--- src/rtl/array_cfg_sequencer_if.sv ---
// ============================================================================
// Module      : array_cfg_sequencer_if
// Description : Request / row-configuration bus of the array config sequencer.
// Revision    : 1.0 - initial release
// ============================================================================
`default_nettype none

interface array_cfg_sequencer_if #(
    parameter int ROWS  = 16,
    parameter int COLS  = 16,
    parameter int DIM_W = 8
);
    localparam int c_row_w = (ROWS > 1) ? $clog2(ROWS) : 1;

    logic               req_valid;
    logic               req_ready;
    logic [1:0]         req_mode;
    logic [DIM_W-1:0]   req_height;
    logic [DIM_W-1:0]   req_width;
    logic               abort;
    logic               cfg_valid;
    logic               cfg_ready;
    logic [c_row_w-1:0] cfg_row;
    logic [2*COLS-1:0]  cfg_mux;
    logic [COLS-1:0]    cfg_mac_en;
    logic               cfg_last;
    logic               done;
    logic               err;
    logic [1:0]         active_mode;
    logic [DIM_W-1:0]   active_height;
    logic [DIM_W-1:0]   active_width;

    // Requester and array side, driving the sequencer.
    modport master (
        output req_valid, req_mode, req_height, req_width, abort, cfg_ready,
        input  req_ready, cfg_valid, cfg_row, cfg_mux, cfg_mac_en, cfg_last,
        input  done, err, active_mode, active_height, active_width
    );

    // The sequencer itself.
    modport slave (
        input  req_valid, req_mode, req_height, req_width, abort, cfg_ready,
        output req_ready, cfg_valid, cfg_row, cfg_mux, cfg_mac_en, cfg_last,
        output done, err, active_mode, active_height, active_width
    );
endinterface

`default_nettype wire

--- src/rtl/array_cfg_sequencer.sv ---
// ============================================================================
// Module      : array_cfg_sequencer
// Description : Validates a PE-array dataflow request and streams one
//               configuration beat per array row.
// Revision    : 1.0 - initial release
// ============================================================================
`default_nettype none

module array_cfg_sequencer #(
    parameter int ROWS  = 16,
    parameter int COLS  = 16,
    parameter int DIM_W = 8
) (
    input  logic                  clk,
    input  logic                  reset,
    array_cfg_sequencer_if.slave  bus
);
    localparam int                 c_row_w    = (ROWS > 1) ? $clog2(ROWS) : 1;
    localparam logic [c_row_w-1:0] c_last_row = c_row_w'(ROWS - 1);
    localparam logic [DIM_W-1:0]   c_rows_dim = DIM_W'(ROWS);
    localparam logic [DIM_W-1:0]   c_cols_dim = DIM_W'(COLS);

    typedef enum logic [1:0] {
        ST_IDLE   = 2'd0,
        ST_CHECK  = 2'd1,
        ST_STREAM = 2'd2,
        ST_DONE   = 2'd3
    } state_t;

    state_t             r_state;
    state_t             w_state_nxt;

    logic [1:0]         r_req_mode;
    logic [DIM_W-1:0]   r_req_height;
    logic [DIM_W-1:0]   r_req_width;

    logic               r_cfg_valid;
    logic               w_cfg_valid_nxt;
    logic [c_row_w-1:0] r_cfg_row;
    logic [c_row_w-1:0] w_row_nxt;
    logic [2*COLS-1:0]  r_cfg_mux;
    logic [2*COLS-1:0]  w_beat_mux;
    logic [COLS-1:0]    r_cfg_mac_en;
    logic [COLS-1:0]    w_beat_mac;
    logic               r_cfg_last;
    logic               r_err;
    logic               w_err_nxt;

    logic [1:0]         r_active_mode;
    logic [DIM_W-1:0]   r_active_height;
    logic [DIM_W-1:0]   r_active_width;

    logic               w_capture;
    logic               w_commit;
    logic               w_illegal;
    logic               w_row_in;
    logic [1:0]         w_mux_code;

    assign w_illegal = (r_req_mode == 2'b11) ||
                       (r_req_height == '0) || (r_req_width == '0) ||
                       (r_req_height > c_rows_dim) || (r_req_width > c_cols_dim);

    // Beat contents are derived from the row about to be presented, so the
    // output registers simply reload the same values while stalled.
    assign w_row_in   = DIM_W'(w_row_nxt) < r_req_height;
    assign w_mux_code = r_req_mode + 2'd1;

    for (genvar c = 0; c < COLS; c++) begin : g_col
        localparam logic [DIM_W-1:0] c_col = DIM_W'(c);
        assign w_beat_mac[c]       = w_row_in && (c_col < r_req_width);
        assign w_beat_mux[2*c +: 2] = w_beat_mac[c] ? w_mux_code : 2'b00;
    end

    always_ff @(posedge clk or posedge reset) begin
        if (reset) begin
            r_state <= ST_IDLE;
        end else begin
            r_state <= w_state_nxt;
        end
    end

    always_comb begin
        w_state_nxt     = r_state;
        w_cfg_valid_nxt = r_cfg_valid;
        w_row_nxt       = r_cfg_row;
        w_err_nxt       = 1'b0;
        w_capture       = 1'b0;
        w_commit        = 1'b0;
        case (r_state)
            ST_IDLE: begin
                if (bus.req_valid) begin
                    w_capture   = 1'b1;
                    w_state_nxt = ST_CHECK;
                end
            end
            ST_CHECK: begin
                w_row_nxt = '0;
                if (bus.abort) begin
                    w_state_nxt = ST_IDLE;
                end else if (w_illegal) begin
                    w_err_nxt   = 1'b1;
                    w_state_nxt = ST_IDLE;
                end else begin
                    w_cfg_valid_nxt = 1'b1;
                    w_state_nxt     = ST_STREAM;
                end
            end
            ST_STREAM: begin
                // Abort wins even over a coincident last-beat transfer.
                if (bus.abort) begin
                    w_cfg_valid_nxt = 1'b0;
                    w_row_nxt       = '0;
                    w_state_nxt     = ST_IDLE;
                end else if (bus.cfg_ready) begin
                    if (r_cfg_row == c_last_row) begin
                        w_cfg_valid_nxt = 1'b0;
                        w_row_nxt       = '0;
                        w_commit        = 1'b1;
                        w_state_nxt     = ST_DONE;
                    end else begin
                        w_row_nxt = r_cfg_row + 1'b1;
                    end
                end
            end
            ST_DONE: begin
                w_state_nxt = ST_IDLE;
            end
            default: begin
                w_cfg_valid_nxt = 1'b0;
                w_row_nxt       = '0;
                w_state_nxt     = ST_IDLE;
            end
        endcase
    end

    always_ff @(posedge clk or posedge reset) begin
        if (reset) begin
            r_req_mode   <= 2'b00;
            r_req_height <= '0;
            r_req_width  <= '0;
        end else if (w_capture) begin
            r_req_mode   <= bus.req_mode;
            r_req_height <= bus.req_height;
            r_req_width  <= bus.req_width;
        end
    end

    always_ff @(posedge clk or posedge reset) begin
        if (reset) begin
            r_cfg_valid  <= 1'b0;
            r_cfg_row    <= '0;
            r_cfg_mux    <= '0;
            r_cfg_mac_en <= '0;
            r_cfg_last   <= 1'b0;
            r_err        <= 1'b0;
        end else begin
            r_cfg_valid  <= w_cfg_valid_nxt;
            r_cfg_row    <= w_row_nxt;
            r_cfg_mux    <= w_cfg_valid_nxt ? w_beat_mux : '0;
            r_cfg_mac_en <= w_cfg_valid_nxt ? w_beat_mac : '0;
            r_cfg_last   <= w_cfg_valid_nxt && (w_row_nxt == c_last_row);
            r_err        <= w_err_nxt;
        end
    end

    always_ff @(posedge clk or posedge reset) begin
        if (reset) begin
            r_active_mode   <= 2'b11;
            r_active_height <= '0;
            r_active_width  <= '0;
        end else if (w_commit) begin
            r_active_mode   <= r_req_mode;
            r_active_height <= r_req_height;
            r_active_width  <= r_req_width;
        end
    end

    assign bus.req_ready     = (r_state == ST_IDLE);
    assign bus.done          = (r_state == ST_DONE);
    assign bus.err           = r_err;
    assign bus.cfg_valid     = r_cfg_valid;
    assign bus.cfg_row       = r_cfg_row;
    assign bus.cfg_mux       = r_cfg_mux;
    assign bus.cfg_mac_en    = r_cfg_mac_en;
    assign bus.cfg_last      = r_cfg_last;
    assign bus.active_mode   = r_active_mode;
    assign bus.active_height = r_active_height;
    assign bus.active_width  = r_active_width;

endmodule

`default_nettype wire

--- src/flat_wrapper.sv ---
// flat-port wrapper written by rule: the top's interface ports become plain ports
module array_cfg_sequencer_flat 
#(
    parameter int ROWS  = 16,
    parameter int COLS  = 16,
    parameter int DIM_W = 8
)
  (clk, reset, bus_req_valid, bus_req_mode, bus_req_height, bus_req_width, bus_abort, bus_cfg_ready, bus_req_ready, bus_cfg_valid, bus_cfg_row, bus_cfg_mux, bus_cfg_mac_en, bus_cfg_last, bus_done, bus_err, bus_active_mode, bus_active_height, bus_active_width);
  array_cfg_sequencer_if #(.ROWS(ROWS), .COLS(COLS), .DIM_W(DIM_W)) bus_i ();
  input  logic clk;
  input  logic reset;
  input wire logic [$bits(bus_i.req_valid)-1:0] bus_req_valid;
  input wire logic [$bits(bus_i.req_mode)-1:0] bus_req_mode;
  input wire logic [$bits(bus_i.req_height)-1:0] bus_req_height;
  input wire logic [$bits(bus_i.req_width)-1:0] bus_req_width;
  input wire logic [$bits(bus_i.abort)-1:0] bus_abort;
  input wire logic [$bits(bus_i.cfg_ready)-1:0] bus_cfg_ready;
  output wire logic [$bits(bus_i.req_ready)-1:0] bus_req_ready;
  output wire logic [$bits(bus_i.cfg_valid)-1:0] bus_cfg_valid;
  output wire logic [$bits(bus_i.cfg_row)-1:0] bus_cfg_row;
  output wire logic [$bits(bus_i.cfg_mux)-1:0] bus_cfg_mux;
  output wire logic [$bits(bus_i.cfg_mac_en)-1:0] bus_cfg_mac_en;
  output wire logic [$bits(bus_i.cfg_last)-1:0] bus_cfg_last;
  output wire logic [$bits(bus_i.done)-1:0] bus_done;
  output wire logic [$bits(bus_i.err)-1:0] bus_err;
  output wire logic [$bits(bus_i.active_mode)-1:0] bus_active_mode;
  output wire logic [$bits(bus_i.active_height)-1:0] bus_active_height;
  output wire logic [$bits(bus_i.active_width)-1:0] bus_active_width;
  assign bus_i.req_valid = bus_req_valid;
  assign bus_i.req_mode = bus_req_mode;
  assign bus_i.req_height = bus_req_height;
  assign bus_i.req_width = bus_req_width;
  assign bus_i.abort = bus_abort;
  assign bus_i.cfg_ready = bus_cfg_ready;
  assign bus_req_ready = bus_i.req_ready;
  assign bus_cfg_valid = bus_i.cfg_valid;
  assign bus_cfg_row = bus_i.cfg_row;
  assign bus_cfg_mux = bus_i.cfg_mux;
  assign bus_cfg_mac_en = bus_i.cfg_mac_en;
  assign bus_cfg_last = bus_i.cfg_last;
  assign bus_done = bus_i.done;
  assign bus_err = bus_i.err;
  assign bus_active_mode = bus_i.active_mode;
  assign bus_active_height = bus_i.active_height;
  assign bus_active_width = bus_i.active_width;
  array_cfg_sequencer #(.ROWS(ROWS), .COLS(COLS), .DIM_W(DIM_W)) u_core (.clk(clk), .reset(reset), .bus(bus_i));
endmodule
--- config.mk ---
export PLATFORM = sky130hd
export DESIGN_NAME = array_cfg_sequencer_flat
export DESIGN_NICKNAME = d
export VERILOG_FILES = /design/src/rtl/array_cfg_sequencer_if.sv /design/src/rtl/array_cfg_sequencer.sv /design/src/flat_wrapper.sv
export SDC_FILE = /design/constraint.sdc
export NUM_CORES = 1
export LEC_CHECK = 0
export ABC_AREA = 1
export CORE_MARGIN = 5
export CORE_UTILIZATION = 32
export DETAILED_ROUTE_END_ITERATION = 10
export HOLD_SLACK_MARGIN = 0.1
export PLACE_DENSITY = 0.52
export SLEW_MARGIN = 30
export SYNTH_ARGS = -nofsm -noshare
export SYNTH_HDL_FRONTEND = slang
export SYNTH_SLANG_ARGS = --single-unit
--- constraint.sdc ---
create_clock -name clk -period 6.4 [get_ports clk]
set_input_delay 1.28 -clock clk [delete_from_list [all_inputs] [get_ports clk]]
set_output_delay 1.28 -clock clk [all_outputs]
set_load 0.02 [all_outputs]
# Word-level counts from Yosys, hierarchy flattened
# Cells that the tools add are included.
# totals
output_inout_bits,75
elab_cells,112
in_bits,23
reg_bits,93
# classes
muxes,44
add_sub_neg,2
reduce_logical,25
n_lt_le_gt_ge,19
n_eq_ne,9
# op_table
op,n
$lt 4x8->1 const A,8
$mux 2,22
$lt 3x8->1 const A,4
$mux 32,1
$logic_and 1x1->1,17
$gt 8x5->1 const B,2
$logic_not 8->1,2
$lt 1x8->1 const A,2
$lt 2x8->1 const A,2
$mux 16,1
$mux 1,14
$mux 4,3
$eq 4x4->1 const B,2
$lt 4x8->1,1
$pmux 2 s4,1
$pmux 4 s2,1
$eq 2x2->1 const B,3
$add 4x1->4 const B,1
$logic_or 1x1->1,4
$ne 3x2->1 const B,1
$ne 3x3->1 const B,1
$reduce_and 3->1,1
$add 2x1->2 const B,1
$eq 2x1->1 const B,1
other kinds (3),3

# Logic depth before layout (Yosys ltp)
# depth
depth_word,9
mapped_depth,18
depth_no_buf,17

# Least setup slack after synthesis
# OpenSTA, ideal clock, no wires.
# synth_path
kind,in2reg
startpoint,in bus_abort
endpoint,"reg u_core.r_cfg_mux[19], in the netlist u_core.bus.cfg_mux[19]"
stages,10
path_slack_ns,3.551
setup_time_ns,0.071
n_path_buf,1
arrival_time_ns,2.778
cell_sequence,nor2_1 o21ai_0 a21oi_1 ha_1 a21oi_1 nand2_2 nand2_4 buf_12 nand3_4 nor2_2
# synth_between
elab_chain_cells,6
word_cells_on_any_way,9
classes_between,1 x order compare; 7 x mux; 1 x reduce/logical
# synth_rtl
element,line,text
from (decl),flat_wrapper.sv:16,input wire logic [$bits(bus_i.abort)-1:0] bus_abort;
$mux 4,array_cfg_sequencer.sv:110,if (bus.abort) begin
$pmux 4 s2,array_cfg_sequencer.sv:89,case (r_state)
via u_core.w_row_nxt[3],array_cfg_sequencer.sv:40,logic [c_row_w-1:0] w_row_nxt;
$lt 4x8->1,array_cfg_sequencer.sv:65,assign w_row_in = DIM_W'(w_row_nxt) < r_req_height;
$logic_and 1x1->1,array_cfg_sequencer.sv:70,assign w_beat_mac[c] = w_row_in && (c_col < r_req_width);
$mux 2,array_cfg_sequencer.sv:71,assign w_beat_mux[2*c +: 2] = w_beat_mac[c] ? w_mux_code : 2'b00;
$mux 32,array_cfg_sequencer.sv:159,r_cfg_mux <= w_cfg_valid_nxt ? w_beat_mux : '0;
to (signal assigned),array_cfg_sequencer.sv:159,
to (decl),array_cfg_sequencer.sv:41,logic [2*COLS-1:0] r_cfg_mux;
# The timed path passes the listed nets, and every way through them passes these cells.
# A chain may end at the register's enable or synchronous reset.

# Worst setup path after layout
# layout_path
startpoint,in bus_abort
endpoint,"reg u_core.r_cfg_mux[10], in the netlist u_core.bus.cfg_mux[10]"
# The elaborated chain is that of the path after synthesis.

==> run_results.csv <==
group,metric,value,unit
timing,max_freq,0.2971,GHz
detailed_routing,drt-initial-drc-count,91,
power,leakage,2.521,nW
floorplan,io_pins,98,
power,pwr_density_cell,308.5,nW/µm²
cells_and_area,regArea,2330,µm²
setup_path,arrival,3.62,ns
floorplan,initial_core_util,0.3232,
power,ir_worst_vdd,0.0001886,V
timing,relSlewSlack,0.4577,
global_route,grt_pass1_vias,2848,
run_status,run_status,"finished, final reports clean",
power,pwr-share-comb,0.231,
detailed_routing,wl_met2,3719,µm
cells_and_area,multi_input_area,1225,µm²
clock_network,post_cts_buffers,0,
timing,hold_violations,0,
clock_network,ctsHoldBuffers,0,
timing,worst_slew_pin_slew,0.8134,ns
power,sw_frac_of_total,0.3489,
detailed_routing,top_layer_used,"met4",
global_route,gr-total-overflow,0,
power,power_frac_seq,0.462,
synth,synthesis.instances,378,
setup_path,r2r_setup_slack,3.65,ns
synth,synth_most_common_cell,"dfrtp_1",
global_route,grt_pass1_wl,14820,µm
clock_network,cts.sinks,93,
synth,ys.flop_type,"dfrtp_1",
timing,grt_setup_unrepaired,"no",
timing,setup_viol,0,
synth,netlist_area,3834,µm²
detailed_routing,vias,2724,
clock_network,post_cts_resized,0,
clock_network,cts_root_buffer,"clkbuf_16",
setup_path,crit_path_start_kind,"primary input",
detailed_routing,wl_met3,677,µm
clock_network,cts_max_level,3,
min_path,hold_path.class,"reg -> reg",
synth,yosys.area.top_type,"dfrtp_1",
global_route,grt_util_all_layers,0.1279,
cells_and_area,drive_gt1_frac,0.1227,
power,p_sw,560.7,µW
setup_path,crit_path_end_kind,"flop",
power,p_int,1.046,mW
floorplan,core_area,11860,µm²
cells_and_area,final_util,0.4391,
global_route,antenna_found_initial,0,
synth,yosys_warnings,0,
place,port_buffers,97,
clock_network,clk_pin_slew_worst_paths,0.07,ns
place,place_congestion,0.7926,
setup_path,crit_required,6.66,ns
job,maxCapViolations,0,
clock_network,insertion_delay,0.34,ns
clock_network,clock_path_buffers,2,
detailed_routing,finalWirelength,8601,µm
cells_and_area,fillers,1209,
synth,ys_types,29,
synth,synth_seq_area_share,0.6077,
synth,synthesis.nets,410,
timing,post-route-period-util,0.5260,
floorplan,die_x,119.5,µm
cells_and_area,n_antenna_cell,0,
timing,drv_slew,0,
setup_path,worst-setup-path-type,"in -> reg",
timing,tns,0,ns
synth,synth-seq-cells,93,
timing,fin_crit,3.366,ns
timing,skew,0.007680,ns
cells_and_area,layout.cells.non_filler,628,
detailed_routing,wirelength_met1,4072,µm
detailed_routing,drtAntennaViolNets,0,
synth,synth-edff-count,0,
synth,synth.avg_cell_area,10.14,µm²
detailed_routing,vias_per_cell,4.338,
floorplan,num_rows,40,
power,totalPowerFinal,1.607,mW
floorplan,fp.dieH,119.5,µm
synth,synth.area.top_cells,"dfrtp_1, nor2_1, inv_1, nand2_1, nand3_4",
setup_path,cp_max_fo,16,
power,pwr-share-clk,0.307,
synth,synthArstFlopShare,1.000,
floorplan,dieArea,14270,µm²
detailed_routing,first_pass_iters,4,
timing,holdWs,0.4863,ns
clock_network,cts_tree,"built",
global_route,grt_max_degree,61,
cells_and_area,area_growth,35.87,%
synth,synth_top_area_frac,0.5940,
detailed_routing,drc,0,
synth,synth_common_cells,"dfrtp_1, nor2_1, inv_1",
clock_network,cts_buffers,9,
place,hpwl,6211,µm
detailed_routing,avgRoutedWirePerCell,13.70,µm
cells_and_area,finish.net_count,508,
place,dp.cells,612,
==> sequential cells by signal, indices dropped and copies added (netlist names), 2 cells and up <==
signal,flops
u_core.bus.active_height,8
u_core.bus.active_mode,2
u_core.bus.active_width,8
u_core.bus.cfg_mac_en,16
u_core.bus.cfg_mux,32
u_core.bus.cfg_row,4
u_core.r_req_height,8
u_core.r_req_mode,2
u_core.r_req_width,8
u_core.r_state,2
==> routing by layer <==
layer	track usage	vias to the layer above
met1	0.1757	1257
li1	-	1373
met3	0.04748	13
met2	0.1903	81
met4	0.03436	0
met5	0	-
==> stage by stage <==
step / area (µm²) / setup WS [ns]
after global routing: 5209 / 2.806
after detailed placement: 4932 / 2.656
after global placement: 4923 / 2.802
after floorplan: 3834 / 2.703
final: 5209 / 3.034
after CTS: 5209 / 3.008
==> kinds of logic (layout without fill, tap and decap cells) <==
logic type	after synthesis	count (layout)	share of synthesized area
adders and majority gates	9	9	0.02937
AOI/OAI and AO/OA	56	56	0.07703
xor gates and xnor gates	2	2	0.004570
buffers and inverters	67	170	0.07409
and+or+nand+nor	151	151	0.2072
DFF	93	93	0.6077
==> power groups by stage <==
stage / combinational (mW) / sequential, mW / clock [mW]
after floorplan: 0.259 / 0.733 / 0
after global placement: 0.374 / 0.753 / 0
after detailed placement: 0.375 / 0.755 / 0
after CTS: 0.378 / 0.745 / 0.504
after global routing: 0.427 / 0.756 / 0.529
final: 0.372 / 0.742 / 0.493
==> worst max-delay path, stage by stage <==
cell and delay, ns:
clkdlybuf4s50_1 0.44, nor2_1 0.24, o21ai_0 0.21, a21oi_1 0.26, ha_1 0.28, a21oi_1 0.18, nand2_2 0.09, nand2_4 0.29
nand3_1 0.20, nor2_1 0.13
==> layout make-up <==
class,instances,share of cell area
Clock inverter,6,0.009128
Tap cell,147,0.03531
Sequential cell,93,0.4473
Timing Repair Buffer,98,0.1878
Inverter,56,0.04132
Clock buffer,10,0.04396
Multi-Input combinational cell,218,0.2352
==> cells in the final DEF, fill, tap and decap left out, types with 2 or more instances in the layout <==
cell	instances
o21ai_0	28
nor2_1	55
nor2_2	14
nor3_1	3
clkbuf_16	9
inv_2	5
o211ai_1	3
clkinvlp_4	4
ha_1	9
dfrtp_1	91
inv_1	49
nand2_1	46
clkinv_4	2
a21oi_1	22
clkdlybuf4s50_1	97
nand4_1	3
dfstp_2	2
nand3_1	8
nand2_2	7
nand2_4	3
nand3_4	9
==> path summary, 6_finish.rpt <==
| path | startpoint | endpoint | cells after the start |
|---|---|---|---|
| worst max-delay path | bus_abort | u_core.bus.cfg_mux[10] | 10 |
| worst min-delay path | u_core.bus.active_width[0] | u_core.bus.active_width[0] | 2 |
| worst max register to register | u_core.r_state[1] | u_core.bus.cfg_mux[10] | 15 |
| worst min register to register | u_core.bus.active_width[0] | u_core.bus.active_width[0] | 2 |
| max in group asynchronous | reset | u_core.bus.cfg_mux[8] | 3 |
| min in group asynchronous | reset | u_core.bus.cfg_mac_en[8] | 2 |
Note: power is estimated with default switching activity, not from simulation.
